**src/rtl/dbp_bht_ctrl.sv**
```systemverilog
// Branch history table sequencer: channel 1 serves fetch lookups, channel 2 runs
// queued 2-bit counter read-modify-write updates and the full-table clear sweep.
module dbp_bht_ctrl #(
  parameter int                AWIDTH  = 10,
  parameter int                DWIDTH  = 32,
  parameter int                SW      = 4,
  parameter int                QDEPTH  = 4,
  parameter logic [DWIDTH-1:0] CLR_PAT = {(DWIDTH/2){2'b01}}
) (
  input  logic                 clk,
  input  logic                 reset,
  input  logic [AWIDTH+SW-1:0] lkp_idx,
  output logic [1:0]           lkp_ctr,
  output logic                 lkp_taken,
  input  logic                 upd_valid,
  output logic                 upd_ready,
  input  logic [AWIDTH+SW-1:0] upd_idx,
  input  logic                 upd_taken,
  input  logic                 clr_req,
  output logic                 busy,
  output logic [AWIDTH-1:0]    bht_add1,
  input  logic [DWIDTH-1:0]    bht_rdata1,
  output logic [AWIDTH-1:0]    bht_add2,
  input  logic [DWIDTH-1:0]    bht_rdata2,
  output logic                 bht_wen2,
  output logic [DWIDTH-1:0]    bht_wdata2
);
  localparam int IW = AWIDTH + SW;
  localparam int QW = (QDEPTH > 1) ? $clog2(QDEPTH) : 1;
  localparam logic [QW-1:0]     PTR_ONE  = QW'(1);
  localparam logic [QW:0]       CNT_ONE  = (QW+1)'(1);
  localparam logic [QW:0]       CNT_FULL = (QW+1)'(QDEPTH);
  localparam logic [AWIDTH-1:0] CNT_LAST = '1;
  localparam logic [AWIDTH-1:0] ADDR_ONE = AWIDTH'(1);

  typedef enum logic [1:0] {IDLE, RD, WR, CLR} state_t;

  state_t            state_reg, state_next;
  logic              clr_pend_reg;
  logic [AWIDTH-1:0] clr_cnt_reg;
  logic [SW-1:0]     slot_q_reg;
  logic [IW:0]       upd_q_reg;

  logic [IW:0]       fifo_mem [QDEPTH];
  logic [QW-1:0]     wr_ptr_reg, rd_ptr_reg;
  logic [QW:0]       count_reg;

  logic fifo_full, fifo_empty, push, pop, flush;

  assign fifo_full  = (count_reg == CNT_FULL);
  assign fifo_empty = (count_reg == '0);
  assign upd_ready  = !fifo_full && (state_reg != CLR);
  assign push       = upd_valid && upd_ready;
  assign pop        = (state_reg == IDLE) && !clr_pend_reg && !fifo_empty;
  assign flush      = (state_reg == IDLE) && clr_pend_reg;
  assign busy       = (state_reg != IDLE) || !fifo_empty;

  // Lookup channel: word address is combinational, slot follows the registered read.
  assign bht_add1  = lkp_idx[IW-1:SW];
  assign lkp_ctr   = bht_rdata1[{slot_q_reg, 1'b0} +: 2];
  assign lkp_taken = lkp_ctr[1];

  // Update FIFO storage holds {idx, taken}; a flush beats a same-cycle push.
  always_ff @(posedge clk) begin
    if (push) fifo_mem[wr_ptr_reg] <= {upd_idx, upd_taken};
  end

  always_ff @(posedge clk or negedge reset) begin
    if (!reset) begin
      wr_ptr_reg <= '0;
      rd_ptr_reg <= '0;
      count_reg  <= '0;
    end else if (flush) begin
      wr_ptr_reg <= '0;
      rd_ptr_reg <= '0;
      count_reg  <= '0;
    end else begin
      if (push) wr_ptr_reg <= wr_ptr_reg + PTR_ONE;
      if (pop)  rd_ptr_reg <= rd_ptr_reg + PTR_ONE;
      case ({push, pop})
        2'b10:   count_reg <= count_reg + CNT_ONE;
        2'b01:   count_reg <= count_reg - CNT_ONE;
        default: count_reg <= count_reg;
      endcase
    end
  end

  // Read-modify-write datapath: only the addressed slot is replaced.
  logic [AWIDTH-1:0] upd_word;
  logic [SW-1:0]     upd_slot;
  logic              upd_dir;
  logic [1:0]        cur_ctr, new_ctr;
  logic [DWIDTH-1:0] rmw_word;

  assign upd_word = upd_q_reg[IW:SW+1];
  assign upd_slot = upd_q_reg[SW:1];
  assign upd_dir  = upd_q_reg[0];
  assign cur_ctr  = bht_rdata2[{upd_slot, 1'b0} +: 2];
  assign new_ctr  = upd_dir ? ((cur_ctr == 2'b11) ? 2'b11 : cur_ctr + 2'b01)
                            : ((cur_ctr == 2'b00) ? 2'b00 : cur_ctr - 2'b01);

  generate
    for (genvar gi = 0; gi < DWIDTH/2; gi++) begin : g_slot
      assign rmw_word[2*gi +: 2] = (upd_slot == SW'(gi)) ? new_ctr : bht_rdata2[2*gi +: 2];
    end
  endgenerate

  always_comb begin
    state_next = state_reg;
    bht_add2   = '0;
    bht_wen2   = 1'b0;
    bht_wdata2 = '0;
    case (state_reg)
      IDLE: begin
        if (clr_pend_reg)     state_next = CLR;
        else if (!fifo_empty) state_next = RD;
      end
      RD: begin
        bht_add2   = upd_word;
        state_next = WR;
      end
      WR: begin
        bht_add2   = upd_word;
        bht_wen2   = 1'b1;
        bht_wdata2 = rmw_word;
        state_next = IDLE;
      end
      CLR: begin
        bht_add2   = clr_cnt_reg;
        bht_wen2   = 1'b1;
        bht_wdata2 = CLR_PAT;
        if (clr_cnt_reg == CNT_LAST) state_next = IDLE;
      end
      default: state_next = IDLE;
    endcase
  end

  always_ff @(posedge clk or negedge reset) begin
    if (!reset) begin
      state_reg    <= IDLE;
      clr_pend_reg <= 1'b0;
      clr_cnt_reg  <= '0;
      slot_q_reg   <= '0;
      upd_q_reg    <= '0;
    end else begin
      state_reg  <= state_next;
      slot_q_reg <= lkp_idx[SW-1:0];
      // A request arriving during the sweep is already covered by it.
      if ((state_reg == CLR) && (state_next == IDLE)) clr_pend_reg <= 1'b0;
      else if (clr_req && (state_reg != CLR))         clr_pend_reg <= 1'b1;
      if (flush)                   clr_cnt_reg <= '0;
      else if (state_reg == CLR)   clr_cnt_reg <= clr_cnt_reg + ADDR_ONE;
      if (pop) upd_q_reg <= fifo_mem[rd_ptr_reg];
    end
  end
endmodule

```
**config.mk**
```make
export PLATFORM = sky130hd
export DESIGN_NAME = dbp_bht_ctrl
export DESIGN_NICKNAME = d
export VERILOG_FILES = /design/src/rtl/dbp_bht_ctrl.sv
export SDC_FILE = /design/constraint.sdc
export NUM_CORES = 1
export LEC_CHECK = 0
export ABC_AREA = 1
export ABC_CLOCK_PERIOD_IN_PS = 2810
export CAP_MARGIN = 20
export CORE_UTILIZATION = 49
export CTS_CLUSTER_SIZE = 12
export DETAILED_ROUTE_END_ITERATION = 12
export PLACE_DENSITY_LB_ADDON = 0.15
export SLEW_MARGIN = 15
export SYNTH_ARGS = -nofsm -noshare
export SYNTH_HDL_FRONTEND = slang
export SYNTH_SLANG_ARGS = --single-unit
```
**constraint.sdc**
```tcl
create_clock -name clk -period 2.81 [get_ports clk]
set_input_delay 0.281 -clock clk [delete_from_list [all_inputs] [get_ports clk]]
set_output_delay 0.281 -clock clk [all_outputs]
set_load 0.1 [all_outputs]
```
# After elaboration in Yosys (flattened, before gate mapping)
# Memory sizes are Yosys's and may differ from the RTL's. A register that Yosys moved wholly into a read port is not among the register bits.
# Cells that the tools add are included.
# word_totals
regBits	24
mem_bits_rw	60
inputBits	97
output_inout_bits	58
elab_cells	104
memories	1
# mem_list
memory	words	word_bits	rd	rd_clocked_by_memory_dff	wr	line	rtl
fifo_mem	4	15	1	1	1	44	logic [IW:0] fifo_mem [QDEPTH];
# classes
add_sub_neg	7
eq_ne	24
shift	2
n_mux	38
reduce_logical	25
# ops
cell	count
$pmux 32 s2	1
$shiftx 32x6->2	2
$mux 2	26
$eq 4x4->1 const B	8
$mux 10	2
$pmux 10 s2	1
$eq 4x3->1 const B	4
$add 10x1->10 const B	1
$eq 10x10->1 const B	1
$reduce_bool 2->1	5
$eq 2x2->1 const B	4
$eq 4x2->1 const B	2
$pmux 2 s4	1
$logic_and 1x1->1	7
$add 2x1->2 const B	3
$logic_not 2->1	3
$pmux 3 s2	1
$mux 1	5
$eq 2x1->1 const B	2
$eq 4x1->1 const B	1
$logic_not 1->1	4
$logic_not 4->1	1
$reduce_or 2->1	2
$add 3x1->3 const B	1
other kinds (8)	8

# Depth between registers and ports, before layout
# Gate-level depths: netlist of the first run.
# logic_depth
depth_word	7
depth_mapped	16
mapped_depth_nobuf	13

# Worst setup path before layout of the first run
# OpenSTA, ideal clock, no wires.
# synth_path
kind	register -> register
start	reg state_reg[0]
end	mem fifo_mem[0][0] in the netlist's numbering, enable pin
setup_ps	387
arrival_ps	3512
required_ps	2423
path_slack_ps	-1089
stages_incl_launch_ff	5
n_path_buf	0
synth_period_minus_slack_ps	3899
cell_sequence	dfrtp_1 > ha_1 > a21oi_1 > nand2_1 > nor2_1
# synth_via
elab_chain_len	5
# synth_lines
item	line	rtl
start: declaration	38	state_t state_reg, state_next;
start signal: assignment	146	state_reg <= state_next;
$ne 2x2->1	52	assign upd_ready = !fifo_full && (state_reg != CLR);
$logic_and 1x1->1	52	
named net upd_ready	16	output logic upd_ready,
$logic_and 1x1->1	53	assign push = upd_valid && upd_ready;
$mux 1	65	if (push) fifo_mem[wr_ptr_reg] <= {upd_idx, upd_taken};
$mux 1 (not written as such)	65	
end: declaration	44	
# The timed path passes the listed nets, and every way through them passes these cells.

# Final worst setup path of the first run
# layout_path
start	reg upd_q_reg[1] (read register of fifo_mem)
end	out bht_wdata2[13]
# layout_via
elab_chain_len	6
word_cells_on_any_way	11
cone_classes	add/sub: 2; eq/ne: 2; shift: 1; mux: 5; reduce/logical: 1
# layout_lines
item	line	rtl
start: declaration	42	logic [IW:0] upd_q_reg;
$shiftx 32x6->2	98	assign cur_ctr = bht_rdata2[{upd_slot, 1'b0} +: 2];
$sub 2x1->2 (tied with other cells)	100	: ((cur_ctr == 2'b00) ? 2'b00 : cur_ctr - 2'b01);
$mux 2, on equally long branches	100, 99	
$mux 2	99	assign new_ctr = upd_dir ? ((cur_ctr == 2'b11) ? 2'b11 : cur_ctr + 2'b01)
$mux 2 (*)	104	assign rmw_word[2*gi +: 2] = (upd_slot == SW'(gi)) ? new_ctr : bht_rdata2[2*gi +: 2];
$pmux 32 s2 (*)	113	case (state_reg)
end: declaration	26	output logic [DWIDTH-1:0] bht_wdata2
# Every way passes the cells marked *; elsewhere a longest branch is shown, timed or not.

==> results of run 1 <==
-- final cells by class --
| type | instances | share of cell area, % |
|---|---|---|
| Multi-Input combinational cell | 489 | 31.34 |
| Clock buffer | 10 | 3.171 |
| Timing Repair Buffer | 145 | 22.88 |
| Tap cell | 140 | 2.324 |
| Inverter | 56 | 2.789 |
| Sequential cell | 99 | 36.87 |
| Clock inverter | 6 | 0.6308 |
-- through the flow --
stage	hold WS (ps)	instance area, µm²	TNS (ps)
after floorplan	-14.59	5584	-4172
final	54.17	7537	0
after global routing	150.7	7537	-223.4
after CTS	99.83	7533	0
after detailed placement	457.5	7247	0
after global placement	460.5	7247	0
-- cell families after synthesis --
kind of cell,synth area share [%]
AND/OR/NAND/NOR,22.51
AO/OA/AOI/OAI,15.12
flip-flops,50.18
buffers and inverters,8.115
adder cells (fa/ha/maj),2.622
multiplexers,1.447
-- worst max-delay path, stage by stage (launching register included) --
cell	delay [ps]
sky130_fd_sc_hd__dfrtp_2	470
sky130_fd_sc_hd__buf_4	190
sky130_fd_sc_hd__nor2_2	210
sky130_fd_sc_hd__a21oi_1	110
sky130_fd_sc_hd__nand2_1	70
sky130_fd_sc_hd__nand2_1	40
sky130_fd_sc_hd__nand2_1	90
sky130_fd_sc_hd__nor2_2	50
sky130_fd_sc_hd__nand2_2	60
sky130_fd_sc_hd__nand2_2	200
sky130_fd_sc_hd__a21oi_1	370
sky130_fd_sc_hd__buf_12	220
-- placed cells by master (no fill, tap or decap), types with 11 or more instances in the layout --
master | netlist | final
sky130_fd_sc_hd__a31oi_1 | 11 | 11
sky130_fd_sc_hd__nor2_1 | 132 | 131
sky130_fd_sc_hd__buf_12 | 0 | 34
sky130_fd_sc_hd__dfrtp_1 | 39 | 38
sky130_fd_sc_hd__a21oi_1 | 51 | 40
sky130_fd_sc_hd__clkdlybuf4s50_1 | 0 | 85
sky130_fd_sc_hd__edfxtp_1 | 60 | 60
sky130_fd_sc_hd__nand3_1 | 28 | 28
sky130_fd_sc_hd__o21ai_0 | 74 | 74
sky130_fd_sc_hd__buf_4 | 13 | 25
sky130_fd_sc_hd__nand2_1 | 143 | 142
sky130_fd_sc_hd__inv_1 | 53 | 53
-- path summary, 6_finish.rpt --
path | startpoint | endpoint | slack (ps) | depth (start not counted)
hold / removal | reset | upd_q_reg[3] | 50 | 1
max in group asynchronous | reset | upd_q_reg[1] | 2140 | 1
hold reg to reg | clr_cnt_reg[9] | clr_cnt_reg[9] | 530 | 1
min in group clk | lkp_idx[1] | slot_q_reg[1] | 370 | 1
setup / recovery | upd_q_reg[1] | bht_wdata2[13] | 80 | 11
setup reg to reg | state_reg[0] | count_reg[2] | 540 | 9
-- repair_timing --
item,4_1_cts,5_1_grt
endpoints found under the hold margin,0,0
resized for setup,0,2
setup endpoints to repair,0,32
-- per-layer routing --
layer | share of wire (%) | vias to the layer above
met1 | 40 | 2298
met2 | 48 | 236
met4 | 2.7 | 0
li1 | - | 2500
met3 | 8.9 | 34
met5 | 0 | -
==> reports/qor.yml, run 1 <==
outcome:
  status: "finished clean"
synthesis:
  yosys.area.top_type: "sky130_fd_sc_hd__edfxtp_1"
  synth-seq-area-share_pct: 50.18
  ys_flop_type: "sky130_fd_sc_hd__edfxtp_1"
  synth_seq_cells: 99
  synth.yosys.warnings: 0
  synth_top_cells_by_area: "sky130_fd_sc_hd__edfxtp_1 33%, sky130_fd_sc_hd__dfrtp_1 18%, sky130_fd_sc_hd__nand2_1 9.7%, sky130_fd_sc_hd__nor2_1 9.0%, sky130_fd_sc_hd__o21ai_0 6.7%"
  synth.most_common_cell: "sky130_fd_sc_hd__nand2_1"
  synthesis.instances: 686
  synth_edf_count: 60
  netlist_area_um2: 5535
  asyncSetResetFlopFracSynth_pct: 39.39
  share_of_the_synthesized_area_in_the_top_cell_type_pct: 32.55
  ys_top_cells_by_count: "143 x sky130_fd_sc_hd__nand2_1, 132 x sky130_fd_sc_hd__nor2_1, 74 x sky130_fd_sc_hd__o21ai_0"
  postSynthAreaPerCell_um2: 8.069
  syn_nets: 794
  ys_types: 31
global_route:
  grt_util_met1_pct: 33.86
  gr-usage-all-layers_pct: 27.84
  grt.busiest_layer: "met2"
  grt_antenna_before_repair: 0
  grt_use_met3_pct: 6.329
  wire_length_of_the_first_global_routing_pass_mm: 24.63
  grt_use_met2_pct: 46.91
  grt_max_degree: 40
  grt_pass1_vias: 4926
  globalRoute.totalOverflow: 0
worst_setup_path:
  kind_of_critical_path: "reg -> out"
  path_max_fanout: 16
  cp.arrival_ps: 2450
  crit_path_end_kind: "output pin"
  crit_path_start_kind: "flip-flop"
  required_ps: 2530
die:
  rows: 38
  initial_core_util_pct: 50.62
  floorplan.die.height_um: 108.3
  core_region_area_um2: 10940
  pin_count: 155
  design.die.area_um2: 11730
  die_width_um: 108.3
placed_design:
  hpwlAfterDp_mm: 11.61
  gp_congestion: 0.9645
  placedCellCount: 929
  place_ws_ps: 312.9
  place.port_buffers: 134
flow_run:
  max-cap-violations: 0
timing:
  finalHoldViolCount: 0
  tightestPinTransition_ps: 920.1
  slew_violations: 0
  min_period_over_period_pct: 97.03
  unrepaired_setup_endpoints_after_global_routing: "yes"
  fin_skew_ps: 4.927
  fin_crit_ps: 2727
  timing.final.ws_setup_ps: 83.32
  final-setup-viol-count: 0
  fmaxAchievable_mhz: 366.7
  slew_headroom_pct: 38.66
min_path:
  class_of_the_worst_hold_path: "in -> async"
finish:
  seqCellArea_um2: 2779
  area_delta_synth_final_pct: 36.17
  nNetsFinal: 908
  multiInputGateArea_um2: 2362
  num_antenna_cells: 0
  fillCellCount: 864
  post_route_cells_drive_above_1_share_pct: 12.17
  stdcell_count: 945
  largest_register_ffs: 60
  finalCoreUtilization_pct: 68.92
clock_network:
  total_clock_buffers_created_by_cts: 9
  hold_fix_buffers_cts: 0
  cts_setup_buffers: 0
  numClockSinks: 99
  clk_latency_ps: 350
  cts_root_buffer: "sky130_fd_sc_hd__clkbuf_16"
  ctsHtreeMaxLevel: 3
  cts.clk_slew.worst_paths_ps: 70
  cts_tree: "yes"
  clockBufferDepth: 2
detailed_routing:
  post-route-drc-count: 0
  detailedRoute.firstPassIterationCount: 5
  ant_nets: 0
  via_per_inst: 5.363
  initialDrtViolationCount: 298
  wire_per_inst_um: 16.62
  finalWirelength_mm: 15.71
  route.vias.total: 5068
Power of run 1 is left out: the tool's default activity adds up to more than one toggle a clock period on the data nets, which glitch-free logic cannot reach.
==> run 2: changes to the inputs <==
Settings changed: GPL_TIMING_DRIVEN from default to 0.
==> run 2 against run 1 <==
  * Via count up 3.2%
  * Flip-flop and latch count unchanged
  * Critical path depth down 8
  * First-iteration DRC count up 26%
  * Design area up 0.27%
  * Core utilization up 0.18 points
  * Fmax up 0.67%
  * Cell count up 4.9%
  * Non-clock buffer count up 46
  * Worst hold slack better by 280 ps
  * Critical endpoint is now upd_ready
  * Largest cell class unchanged
==> reports/qor.yml, run 2 (synthesis gave the netlist of run 1 again) <==
finish:
  most_common_cell_after_layout_fill_and_taps_aside: "sky130_fd_sc_hd__nand2_1"
  area_delta_synth_final_pct: 36.53
  num_antenna_cells: 0
  nNetsFinal: 954
  post_route_cells_drive_above_1_share_pct: 13.87
  post_route_cell_area_um2: 7557
  largest_register_ffs: 60
  most-common-layout-cells: "142 x sky130_fd_sc_hd__nand2_1, 128 x sky130_fd_sc_hd__nor2_1, 97 x sky130_fd_sc_hd__clkdlybuf4s50_1"
timing:
  slew_violations: 0
  min_period_over_period_pct: 96.39
  fin_skew_ps: 7.082
  finalSetupTns_ps: 0
  finalHoldViolCount: 0
  fin_worst_hold_slack_ps: 338.8
  final-setup-viol-count: 0
  fin_crit_ps: 2709
  fmaxAchievable_mhz: 369.2
  slew_headroom_pct: 32.32
  unrepaired_setup_endpoints_after_global_routing: "yes"
  tightestPinTransition_ps: 1012
die:
  floorplan.die.height_um: 108.3
  pin_count: 155
  die_width_um: 108.3
  core_region_area_um2: 10940
  rows: 38
  design.die.area_um2: 11730
  initial_core_util_pct: 50.62
worst_setup_path:
  regToRegStartpoint: "state_reg[0]"
  kind_of_critical_path: "reg -> out"
  cp.arrival_ps: 2430
  crit_path_end_kind: "output pin"
  path_max_fanout: 5
  required_ps: 2530
  regToRegSetupSlack_ps: 390
  worst-r2r-cell-count: 9
  r2r-end: "count_reg[2]"
  crit_path_start_kind: "flip-flop"
detailed_routing:
  ant_nets: 0
  route.vias.total: 5232
  initialDrtViolationCount: 374
  wire_per_inst_um: 15.85
  detailedRoute.firstPassIterationCount: 5
  finalWirelength_mm: 15.71
  via_per_inst: 5.280
  post-route-drc-count: 0
global_route:
  grt_pass1_vias: 4886
  grt_antenna_before_repair: 0
  grt_max_degree: 30
  wire_length_of_the_first_global_routing_pass_mm: 24.50
  globalRoute.totalOverflow: 0
  gr-usage-all-layers_pct: 27.44
clock_network:
  ctsHtreeMaxLevel: 3
  clk_latency_ps: 340
  clockBufferDepth: 2
  numClockSinks: 99
  cts_tree: "yes"
  cts.clk_slew.worst_paths_ps: 70
  cts_root_buffer: "sky130_fd_sc_hd__clkbuf_16"
  total_clock_buffers_created_by_cts: 9
placed_design:
  gp_congestion: 0.9120
  placed_area_um2: 7241
  hpwlAfterDp_mm: 11.69
  place.port_buffers: 144
outcome:
  status: "finished clean"
min_path:
  class_of_the_worst_hold_path: "in -> async"
flow_run:
  max-cap-violations: 0
-- run 2: final cells by class --
cell class              instances  area, µm²
fillers                       875       3378
flip-flops and latches         99       2778
multi-input cells             489       2386
repair buffers                150       1468
plain buffers                  41      239.0
clock buffers                   9      225.2
inverters                      56      210.2
well taps                     140      175.2
clock inverters                 7      76.32
-- run 2: critical path, cell delays in order, from the launching register on --
cell                              delay, ps
sky130_fd_sc_hd__dfrtp_1                440
sky130_fd_sc_hd__ha_1                   290
sky130_fd_sc_hd__a21oi_4                190
sky130_fd_sc_hd__clkdlybuf4s50_1       1160
-- run 2: timing repair --
| action | 4_1_cts | 5_1_grt |
|---|---|---|
| endpoints found under the hold margin | 10 | 0 |
| endpoints found under the setup margin | 46 | 44 |
| gates resized for setup | 233 | 73 |
| setup buffers | 0 | 3 |
| hold buffers | 1 | 0 |
| pin swaps | 0 | 1 |
-- run 2: per-stage QoR --
stage / setup WS (ps) / instances / util (%)
final: 101.4 / 991 / 69.11
after global routing: -39.98 / 991 / 69.11
after detailed placement: -555.7 / 972 / 66.21
after CTS: 0.9885 / 989 / 67.84
after floorplan: -309.1 / 686 / -
after global placement: -558.8 / 970 / 65.85
-- run 2: worst max-delay path by stage --
stage                        start        endpoint  cells past startpoint
floorplan             upd_q_reg[1]  bht_wdata2[11]                     12
global placement    bht_rdata2[23]   bht_wdata2[9]                     12
detailed placement  bht_rdata2[23]   bht_wdata2[9]                     12
CTS                   upd_q_reg[1]  bht_wdata2[23]                     12
global route          upd_q_reg[1]  bht_wdata2[15]                     14
finish                state_reg[0]       upd_ready                      3
-- run 2: per-layer routing --
metal / track usage, % / wire (µm)
met5: 0 / 0
met4: 7.819 / 389
met3: 4.762 / 1107
met2: 47.36 / 7488
met1: 35.52 / 6723
Power of run 2 is left out for the same reason.
